<file path="src/rtl/dcs_pkg.sv">
// Shared types and sizes for the DCSformer host driver: job geometry, result word and FSM states.
package dcs_pkg;

    localparam int unsigned N_ROWS  = 8;
    localparam int unsigned N_COLS  = 16;
    localparam int unsigned I_BYTES = N_ROWS * N_COLS;
    localparam int unsigned W_BYTES = N_ROWS;
    localparam int unsigned OUT_W   = 32;

    typedef logic [OUT_W-1:0] out_word_t;

    typedef enum logic [2:0] {
        StIdle,
        StSendI,
        StWaitWr,
        StSendW,
        StWaitO,
        StCollect,
        StDone
    } dcs_state_e;

endpackage

</file>
<file path="src/rtl/dcs_byte_streamer.sv">
// Byte buffer with a read index that walks 0..Depth-1 while run_i is high, then wraps to 0.
// The buffer has no reset so a job can be replayed after a mid-job reset without reloading.
module dcs_byte_streamer #(
    parameter int unsigned Depth = 8,
    localparam int unsigned AddrW = $clog2(Depth)
) (
    input  logic             clk,
    input  logic             rst_n,
    input  logic             wr_en_i,
    input  logic [AddrW-1:0] wr_addr_i,
    input  logic [7:0]       wr_data_i,
    input  logic             run_i,
    output logic             valid_o,
    output logic [7:0]       data_o,
    output logic             last_o
);

    logic [7:0]       mem_q [Depth];
    logic [AddrW-1:0] idx_q, idx_d;

    always_ff @(posedge clk) begin
        if (wr_en_i) begin
            mem_q[wr_addr_i] <= wr_data_i;
        end
    end

    assign valid_o = run_i;
    assign data_o  = run_i ? mem_q[idx_q] : 8'h00;
    assign last_o  = run_i && (idx_q == AddrW'(Depth - 1));

    always_comb begin
        idx_d = idx_q;
        if (run_i) begin
            idx_d = last_o ? '0 : idx_q + 1'b1;
        end
    end

    always_ff @(posedge clk or negedge rst_n) begin
        if (!rst_n) begin
            idx_q <= '0;
        end else begin
            idx_q <= idx_d;
        end
    end

endmodule

</file>
<file path="src/rtl/dcs_host_driver.sv">
// Host-side initiator for the DCSformer port: streams I, waits for w_ready, streams W, collects 8
// result words. Define DCS_HOST_TIMEOUT_EN to bound the w_ready / first o_valid waits (sets err).
module dcs_host_driver
    import dcs_pkg::*;
#(
    parameter int unsigned TIMEOUT_CYC = 1024
) (
    input  logic        clk,
    input  logic        rst_n,
    input  logic        ld_we_i,
    input  logic        ld_sel_i,
    input  logic [6:0]  ld_addr_i,
    input  logic [7:0]  ld_data_i,
    input  logic        start_i,
    output logic        busy_o,
    output logic        done_o,
    output logic        err_o,
    input  logic [2:0]  res_addr_i,
    output logic [31:0] res_data_o,
    output logic        acc_i_valid_o,
    output logic [7:0]  acc_i_data_o,
    input  logic        acc_w_ready_i,
    output logic        acc_w_valid_o,
    output logic [7:0]  acc_w_data_o,
    input  logic        acc_o_valid_i,
    input  logic [31:0] acc_o_data_i
);

    dcs_state_e st_q, st_d;
    logic       ld_en, start_ok, send_i, send_w, store;
    logic       i_last, w_last, tmo_hit;
    logic [2:0] ridx_q, ridx_d;
    out_word_t  bank_q [N_ROWS];

    // Buffers are writable only while no stream is reading them.
    assign ld_en    = ld_we_i && (st_q == StIdle || st_q == StDone);
    assign start_ok = start_i && (st_q == StIdle);
    assign busy_o   = (st_q != StIdle) && (st_q != StDone);

    dcs_byte_streamer #(
        .Depth(I_BYTES)
    ) u_i_stream (
        .clk      (clk),
        .rst_n    (rst_n),
        .wr_en_i  (ld_en && !ld_sel_i),
        .wr_addr_i(ld_addr_i),
        .wr_data_i(ld_data_i),
        .run_i    (send_i),
        .valid_o  (acc_i_valid_o),
        .data_o   (acc_i_data_o),
        .last_o   (i_last)
    );

    dcs_byte_streamer #(
        .Depth(W_BYTES)
    ) u_w_stream (
        .clk      (clk),
        .rst_n    (rst_n),
        .wr_en_i  (ld_en && ld_sel_i),
        .wr_addr_i(ld_addr_i[2:0]),
        .wr_data_i(ld_data_i),
        .run_i    (send_w),
        .valid_o  (acc_w_valid_o),
        .data_o   (acc_w_data_o),
        .last_o   (w_last)
    );

    always_comb begin
        st_d   = st_q;
        send_i = 1'b0;
        send_w = 1'b0;
        store  = 1'b0;
        done_o = 1'b0;
        unique case (st_q)
            StIdle: begin
                if (start_i) st_d = StSendI;
            end
            StSendI: begin
                send_i = 1'b1;
                // A pulse in the final I cycle skips the wait so W follows it directly.
                if (i_last) st_d = acc_w_ready_i ? StSendW : StWaitWr;
            end
            StWaitWr: begin
                if (acc_w_ready_i) st_d = StSendW;
                else if (tmo_hit)  st_d = StDone;
            end
            StSendW: begin
                send_w = 1'b1;
                if (w_last) st_d = StWaitO;
            end
            StWaitO: begin
                if (acc_o_valid_i) begin
                    store = 1'b1;
                    st_d  = StCollect;
                end else if (tmo_hit) begin
                    st_d = StDone;
                end
            end
            StCollect: begin
                if (acc_o_valid_i) begin
                    store = 1'b1;
                    if (ridx_q == 3'(N_ROWS - 1)) st_d = StDone;
                end
            end
            StDone: begin
                done_o = 1'b1;
                st_d   = StIdle;
            end
            default: st_d = StIdle;
        endcase
    end

    always_comb begin
        ridx_d = ridx_q;
        if (start_ok)   ridx_d = '0;
        else if (store) ridx_d = ridx_q + 1'b1;
    end

    always_ff @(posedge clk or negedge rst_n) begin
        if (!rst_n) begin
            st_q   <= StIdle;
            ridx_q <= '0;
        end else begin
            st_q   <= st_d;
            ridx_q <= ridx_d;
        end
    end

    always_ff @(posedge clk or negedge rst_n) begin
        if (!rst_n) begin
            for (int unsigned i = 0; i < N_ROWS; i++) bank_q[i] <= '0;
        end else if (store) begin
            bank_q[ridx_q] <= acc_o_data_i;
        end
    end

    assign res_data_o = bank_q[res_addr_i];

`ifdef DCS_HOST_TIMEOUT_EN
    localparam int unsigned TmoW = $clog2(TIMEOUT_CYC + 1);

    logic [TmoW-1:0] tmo_q, tmo_d;
    logic            err_q, err_d;

    always_comb begin
        tmo_d = '0;
        if (st_q == StWaitWr || st_q == StWaitO) tmo_d = tmo_q + 1'b1;
        err_d = err_q;
        if (start_ok) begin
            err_d = 1'b0;
        end else if (st_d == StDone && (st_q == StWaitWr || st_q == StWaitO)) begin
            err_d = 1'b1;
        end
    end

    always_ff @(posedge clk or negedge rst_n) begin
        if (!rst_n) begin
            tmo_q <= '0;
            err_q <= 1'b0;
        end else begin
            tmo_q <= tmo_d;
            err_q <= err_d;
        end
    end

    assign tmo_hit = (tmo_q == TmoW'(TIMEOUT_CYC - 1));
    assign err_o   = err_q;
`else
    assign tmo_hit = 1'b0;
    assign err_o   = 1'b0;
`endif

endmodule

</file>
<file path="config.mk">
export PLATFORM = sky130hd
export DESIGN_NAME = dcs_host_driver
export DESIGN_NICKNAME = d
export VERILOG_FILES = /design/src/rtl/dcs_pkg.sv /design/src/rtl/dcs_byte_streamer.sv /design/src/rtl/dcs_host_driver.sv
export SDC_FILE = /design/constraint.sdc
export NUM_CORES = 1
export LEC_CHECK = 0
export CORE_MARGIN = 5
export CORE_UTILIZATION = 50
export CTS_CLUSTER_SIZE = 24
export DETAILED_ROUTE_END_ITERATION = 7
export PLACE_DENSITY = 0.66
export SYNTH_ARGS = -nofsm -noshare
export SYNTH_HDL_FRONTEND = slang
export SYNTH_SLANG_ARGS = --single-unit
</file>
<file path="constraint.sdc">
create_clock -name clk -period 3.97 [get_ports clk]
set_input_delay 0.794 -clock clk [delete_from_list [all_inputs] [get_ports clk]]
set_output_delay 0.794 -clock clk [all_outputs]
set_load 0.005 [all_outputs]
</file>
# Yosys cells after proc, flatten, opt, wreduce, memory -nomap -nowiden
# Memory sizes are Yosys's and may differ from the RTL's.
# Index checks and enable logic that the tools add are counted.
# totals
in_bits	57
memories	2
latchBits	0
mem_bits_rw	1088
output_inout_bits	53
elab_cells	84
mem_bits_ro	0
register_bits	272
# classes
order_cmp	3
div_mod_pow	0
n_reduce_logical	15
mul	0
bitwise_logic	2
shifts	0
add_sub_neg	3
n_eq_ne	17
mux	30
# mem_list
name	depth	word_bits	read_ports	rd_ports_with_merged_regs	write_ports	line_no	rtl
u_i_stream.mem_q	128	8	1	0	1	dcs_byte_streamer.sv:18	logic [7:0] mem_q [Depth];
u_w_stream.mem_q	8	8	1	0	1	dcs_byte_streamer.sv:18	
# ops
operator	n
$bwmux 256	1
$bmux 32 s3	1
$demux 32 s3	1
$mux 32	3
$mux 3	10
$pmux 3 s6	1
$mux 8	2
$eq 3x3->1 const B	5
$mux 1	10
$ne 2x2->1 const B	5
$ge 4x4->1 const B	2
$logic_and 1x1->1	8
$not 3->4	2
$add 7x1->7 const B	1
$eq 7x7->1 const B	1
$mux 7	1
$reduce_and 7->1	1
$add 3x1->3 const B	2
$eq 3x2->1 const B	2
$lt 4x1->1 const B	1
$ne 2x1->1 const B	2
$eq 3x1->1 const B	1
$logic_not 3->1	1
$ne 3x3->1 const B	1
other kinds (5)	5

# Longest topological paths before layout
# depth
word_depth	6
depth_mapped	12
depth_no_buf	7

# Modules after synthesis
# Synthesis repeated with hierarchy kept, for this count alone.
# hier_totals
cells_unflattened	2809
area_unflattened_um2	54856.4
# by_module_without_submodules
mod	area_per_inst_um2	seq_area_each_um2	n_inst	cells_per_inst
dcs_byte_streamer (u_i_stream)	40342.4	30924.7	1	1971
dcs_host_driver	11830.1	6556.3	1	710
dcs_byte_streamer (u_w_stream)	2683.8	1996.9	1	128

# Worst setup path after synthesis
# OpenSTA, ideal clock, no wires.
# synth_path
kind	in2out
startpoint	in res_addr_i[0]
endpoint	out res_data_o[10]
required_time_ns	3.176
arrival_ns	2.527
path_buffers	2
path_stages	4
slack_ns	0.649
cell_sequence	clkbuf_1 buf_1 mux4_2 mux2_2
# synth_via
elab_chain_cells	4
# synth_rtl
item	line_no	rtl
start, declared	dcs_host_driver.sv:18	input logic [2:0] res_addr_i,
$not 3->4 (implied by the code)	dcs_host_driver.sv:137	assign res_data_o = bank_q[res_addr_i];
$bmux 32 s3	dcs_host_driver.sv:137	
$mux 32 (implied by the code) (2 in series)	dcs_host_driver.sv:137	
end, declared	dcs_host_driver.sv:19	output logic [31:0] res_data_o,
# Every way passes these cells. The select of a mux whose other input is x is not followed.

# Final worst setup path
# layout_path
startpoint	reg u_i_stream.idx_q[0]
endpoint	out acc_i_data_o[4]
# layout_via
elab_chain_cells	2
# layout_rtl
item	line_no	rtl
start, declared	dcs_byte_streamer.sv:19	logic [AddrW-1:0] idx_q, idx_d;
start signal, assigned	dcs_byte_streamer.sv:42	idx_q <= idx_d;
$mem_v2 128x8	n/a	
$mux 8	dcs_byte_streamer.sv:28	assign data_o = run_i ? mem_q[idx_q] : 8'h00;
end, declared	dcs_host_driver.sv:21	output logic [7:0] acc_i_data_o,
# Every way passes these cells.

==> flow_results.org <==
** Global route
- Combined global-route utilization of all metal layers :: 0.2295
- Wire length of the first global-routing pass :: 200.4 mm
- Most utilized layer in the global route result :: met2
- Met3 usage in global routing :: 0.04830
- For this run the aggregate overflow at the end of global routing stands at 0.
- The via count of the first global-routing pass came to 30.93k.
- GR Layer Usage met2 :: 0.3735
- GR Layer Usage met1 :: 0.3169
- The number of antenna violations at the first check in global routing came to 3.
- Entering global routing, the biggest net connects 137 pins.

** Placement
- Number of port buffers :: 108
- Detailed placement finished with a half-perimeter wire length of 82.77 mm.
- After detailed placement, the total cell area comes to 59,950 um^2.
- The congestion estimate from routability-driven global placement came to 0.9001.

** Cells and area
- After filler insertion, the fill cell instance count of the layout stands at 7,753.
- With fillers left out, the area of the finished cells amounts to 65,850 um^2.
- Of the cells placed in the final design, the portion with a size suffix greater than 1 is 0.3613.
- Most common library cell in the layout ignoring fill and taps :: sky130_fd_sc_hd__edfxtp_1
- The area growth from synthesis to layout is 19.62%.
- Final nets :: 3,391
- Highest-count cells in the layout ignoring fill and taps :: sky130_fd_sc_hd__edfxtp_1 (1,088), sky130_fd_sc_hd__buf_4 (300), sky130_fd_sc_hd__mux2_2 (295), sky130_fd_sc_hd__dfrtp_1 (269), sky130_fd_sc_hd__mux4_2 (233)

** Yosys
- #FFs+latches synth :: 1,360
- Total standard cell area after synthesis :: 55,050 um^2
- In this run, distinct cell masters in the synthesized netlist total 71.
- Among all flip-flop cells after synthesis, the most frequent one is sky130_fd_sc_hd__edfxtp_1.
- Number of flops mapped to enable cells by yosys :: 1,088
- Mapped Avg Cell Area :: 19.08 um^2
- Synthesized Nets :: 2,947
- In the synthesized netlist, the number of instances is 2,885.
- For this run, asynchronously set or reset flops after synthesis account for 0.2000.
- The share of the Yosys chip area taken by registers is 0.7172.
- Number of warning messages in the yosys log :: 0

** Timing
- At the pin with the least slew margin, the transition time is 0.9933 ns.
- Total of endpoints with negative setup slack in the final report :: 8
- Post-route fraction of the period consumed by the critical path :: 1.114
- Final count of pins violating max slew :: 0
- Setup WS post-layout :: -0.4519 ns
- Maximum frequency from static timing analysis :: 226.1 MHz
- Worst slew margin relative to its limit :: 0.3378
- Worst clock skew on the final layout :: 0.01865 ns
- RSZ-0062 raised after global routing :: yes
- Worst hold slack :: 0.1217 ns
- Final Hold Fails :: 0
- The worst path in the final design needs a cycle of 4.422 ns, including I/O delays and setup.

** Power
- Worst vdd rail ir drop :: 0.0004225 V
- Power density over cell area :: 615.0 nW/um^2
- Summed over all cells, the static leakage comes to 23.71 nW.

** Worst setup path
- For the worst flop-to-flop path, the logic depth is 10.
- The worst register-to-register path begins at u_i_stream.idx_q[3].
- At the worst endpoint, the required time is 3.18 ns.
- In this run the number of cells on the critical path is 12.
- The worst setup path is captured at an output pin.
- Critical path cell sequence :: buf_12 > buf_12 > buf_16 > buf_12 > mux4_2 > o2111ai_4 > o311ai_2 > buf_4 > o21ai_4 > a2111oi_4 > buf_4 > buf_6
- The critical path is of the reg2out type.
- Counting stages on the worst path, the most repeated cell is sky130_fd_sc_hd__buf_12.
- In this run the worst setup path begins at u_i_stream.idx_q[0].
- R2R setup slack :: 1.01 ns
- Along the worst path, the maximum fanout reaches 7.
- Longest individual stage delay on the worst path :: 0.51 ns
- Endpoint of the most critical setup path :: acc_i_data_o[4]
- Critical path's slowest cell :: sky130_fd_sc_hd__dfrtp_4
- Kind of cell with the highest combined delay on the critical path :: buffers and inverters
- RR Endpoint :: st_q[0]
- Sum of buffers and inverters on the critical path :: 7
- Arrival time at the worst endpoint :: 3.63 ns
- The worst setup path is launched from a register.

** Route
- The detailed router finished its first iteration with 3,219 violations.
- Total DRC errors in the routed layout :: 0
- Detail Route Antenna Nets :: 0
- The pre-antenna-repair detailed-routing pass consisted of 5 iterations.
- WL per Instance :: 27.25 um
- Count of vias placed by the detailed router :: 29.54k
- Vias per Instance :: 6.007
- For this block, the routed nets add up to 134.0 mm of wire.

** Floorplanning
- Standard-cell rows :: 121
- # IOs :: 110
- The initial utilization of the core area, before any placement, comes to 0.5043.
- Area inside the core boundary :: 109,200 um^2
- Floorplan die width :: 341.8 um
- The die is 341.8 um tall.
- Die area :: 116,800 um^2

** Run status
- The run finished, with violations left.
- Violated checks :: negative setup slack

** Clock tree
- Depth of the CTS H-tree :: 4
- # clock sinks :: 1,360
- TritonCTS clock tree :: yes
- Number of buffers created by CTS :: 140
- CTS max path bufs :: 3
- After clock tree synthesis, the clock-pin slew on the worst setup and hold paths is 0.06 ns.
- The clock reaches the later pin of the worst-skew pair after 0.74 ns.
- The tree is rooted in a sky130_fd_sc_hd__clkbuf_16.

** Flow run
- The tool flagged a number of max-cap violations equal to 0.

** Hold path
- Class of the most critical hold timing path :: in2async
[sequential cells by signal, indices dropped and copies added, names as in the netlist]
name              cells
st_q                  3
bank_q              256
u_w_stream.idx_q      3
ridx_q                3
u_i_stream.idx_q      7
u_i_stream.mem_q   1024
u_w_stream.mem_q     64
[cells by family (layout without fill, tap and decap cells)]
family / count (synthesis) / after routing / synth area share
XOR/XNOR: 5 / 5 / 0.0007957
buffers and inverters: 184 / 739 / 0.01984
adder cells (fa/ha/maj): 5 / 5 / 0.001136
multiplexers: 753 / 753 / 0.2021
AND/OR/NAND/NOR: 339 / 339 / 0.02712
flip-flops: 1360 / 1360 / 0.7172
AO/OA/AOI/OAI: 238 / 238 / 0.03178
other: 1 / 3 / 0.00006812
[Yosys cell counts (24+ instances only)]
cell type,n,area [um^2]
sky130_fd_sc_hd__buf_2,52,260.3
sky130_fd_sc_hd__nand2_1,85,319.1
sky130_fd_sc_hd__mux4_1,25,656.9
sky130_fd_sc_hd__o21ai_0,30,150.1
sky130_fd_sc_hd__dfrtp_1,272,6807
sky130_fd_sc_hd__o221ai_1,24,210.2
sky130_fd_sc_hd__mux2i_1,201,2012
sky130_fd_sc_hd__mux2_2,303,3412
sky130_fd_sc_hd__edfxtp_1,1088,32670
sky130_fd_sc_hd__a221oi_1,25,219.0
sky130_fd_sc_hd__a22oi_1,45,337.8
sky130_fd_sc_hd__clkbuf_1,56,210.2
sky130_fd_sc_hd__nor2_1,173,649.4
sky130_fd_sc_hd__a21oi_1,33,165.2
sky130_fd_sc_hd__mux4_2,224,5045
[layout make-up]
cell class,instances,area (um^2),area share
clock inverters,81,805.8,0.01224
repair buffers,474,4582,0.06958
inverters,12,48.80,0.0007411
flip-flops and latches,1360,39490,0.5997
well taps,1476,1847,0.02805
clock buffers,172,3851,0.05849
multi-input cells,1341,15220,0.2312
diodes,2,5.005,0.00007601
[stage by stage]
stage                     TNS [ns]  instances  total power [W]    util  setup WS [ns]
after floorplan                  0       2885          0.02210       -         0.6494
after global placement      -1.968       4630          0.02586  0.5492        -0.4662
after detailed placement    -1.567       4630          0.02599  0.5492        -0.3707
after CTS                   -3.213       4909          0.04019  0.6000        -0.5556
after global routing        -3.221       4916          0.04193  0.6032        -0.4942
final                       -2.588       4918          0.04050  0.6032        -0.4519
[timing repair]
item	CTS	global route
hold buffers	0	0
resized for setup	149	81
gates cloned	3	0
setup endpoints to repair	8	9
buffers inserted	27	19
pin swaps	39	44
[worst min-delay path by stage]
stage	slack (ns)	end	cells after the start
floorplan	0.47	bank_q[160]	1
global placement	0.48	bank_q[181]	1
detailed placement	0.49	bank_q[191]	1
CTS	0.14	bank_q[100]	1
global route	0.19	bank_q[68]	1
finish	0.12	bank_q[68]	1
[worst reg2reg max path, stage by stage (launching register included)]
cell and delay (ns):
sky130_fd_sc_hd__dfrtp_1 0.44, sky130_fd_sc_hd__buf_4 0.21, sky130_fd_sc_hd__buf_4 0.14, sky130_fd_sc_hd__and2_1 0.23
sky130_fd_sc_hd__buf_4 0.21, sky130_fd_sc_hd__buf_4 0.17, sky130_fd_sc_hd__nand3_1 0.40, sky130_fd_sc_hd__o311ai_0 0.48
sky130_fd_sc_hd__o311ai_0 0.25, sky130_fd_sc_hd__xor2_1 0.19, sky130_fd_sc_hd__o22ai_1 0.15
[layer usage]
metal  routed length [um]  vias to the layer above
li1                     -                    12510
met1                53910                    15510
met2                65140                     1274
met3                11170                      253
met4                 3818                        0
met5                    0                        -
[power by group]
part           switching, W  total, W  leakage (nW)  internal, W
Sequential         0.000223    0.0159          13.5       0.0157
Clock               0.00538    0.0132          2.29      0.00786
Combinational       0.00587    0.0114          7.88      0.00549
Note: power is estimated with default switching activity, not from simulation.
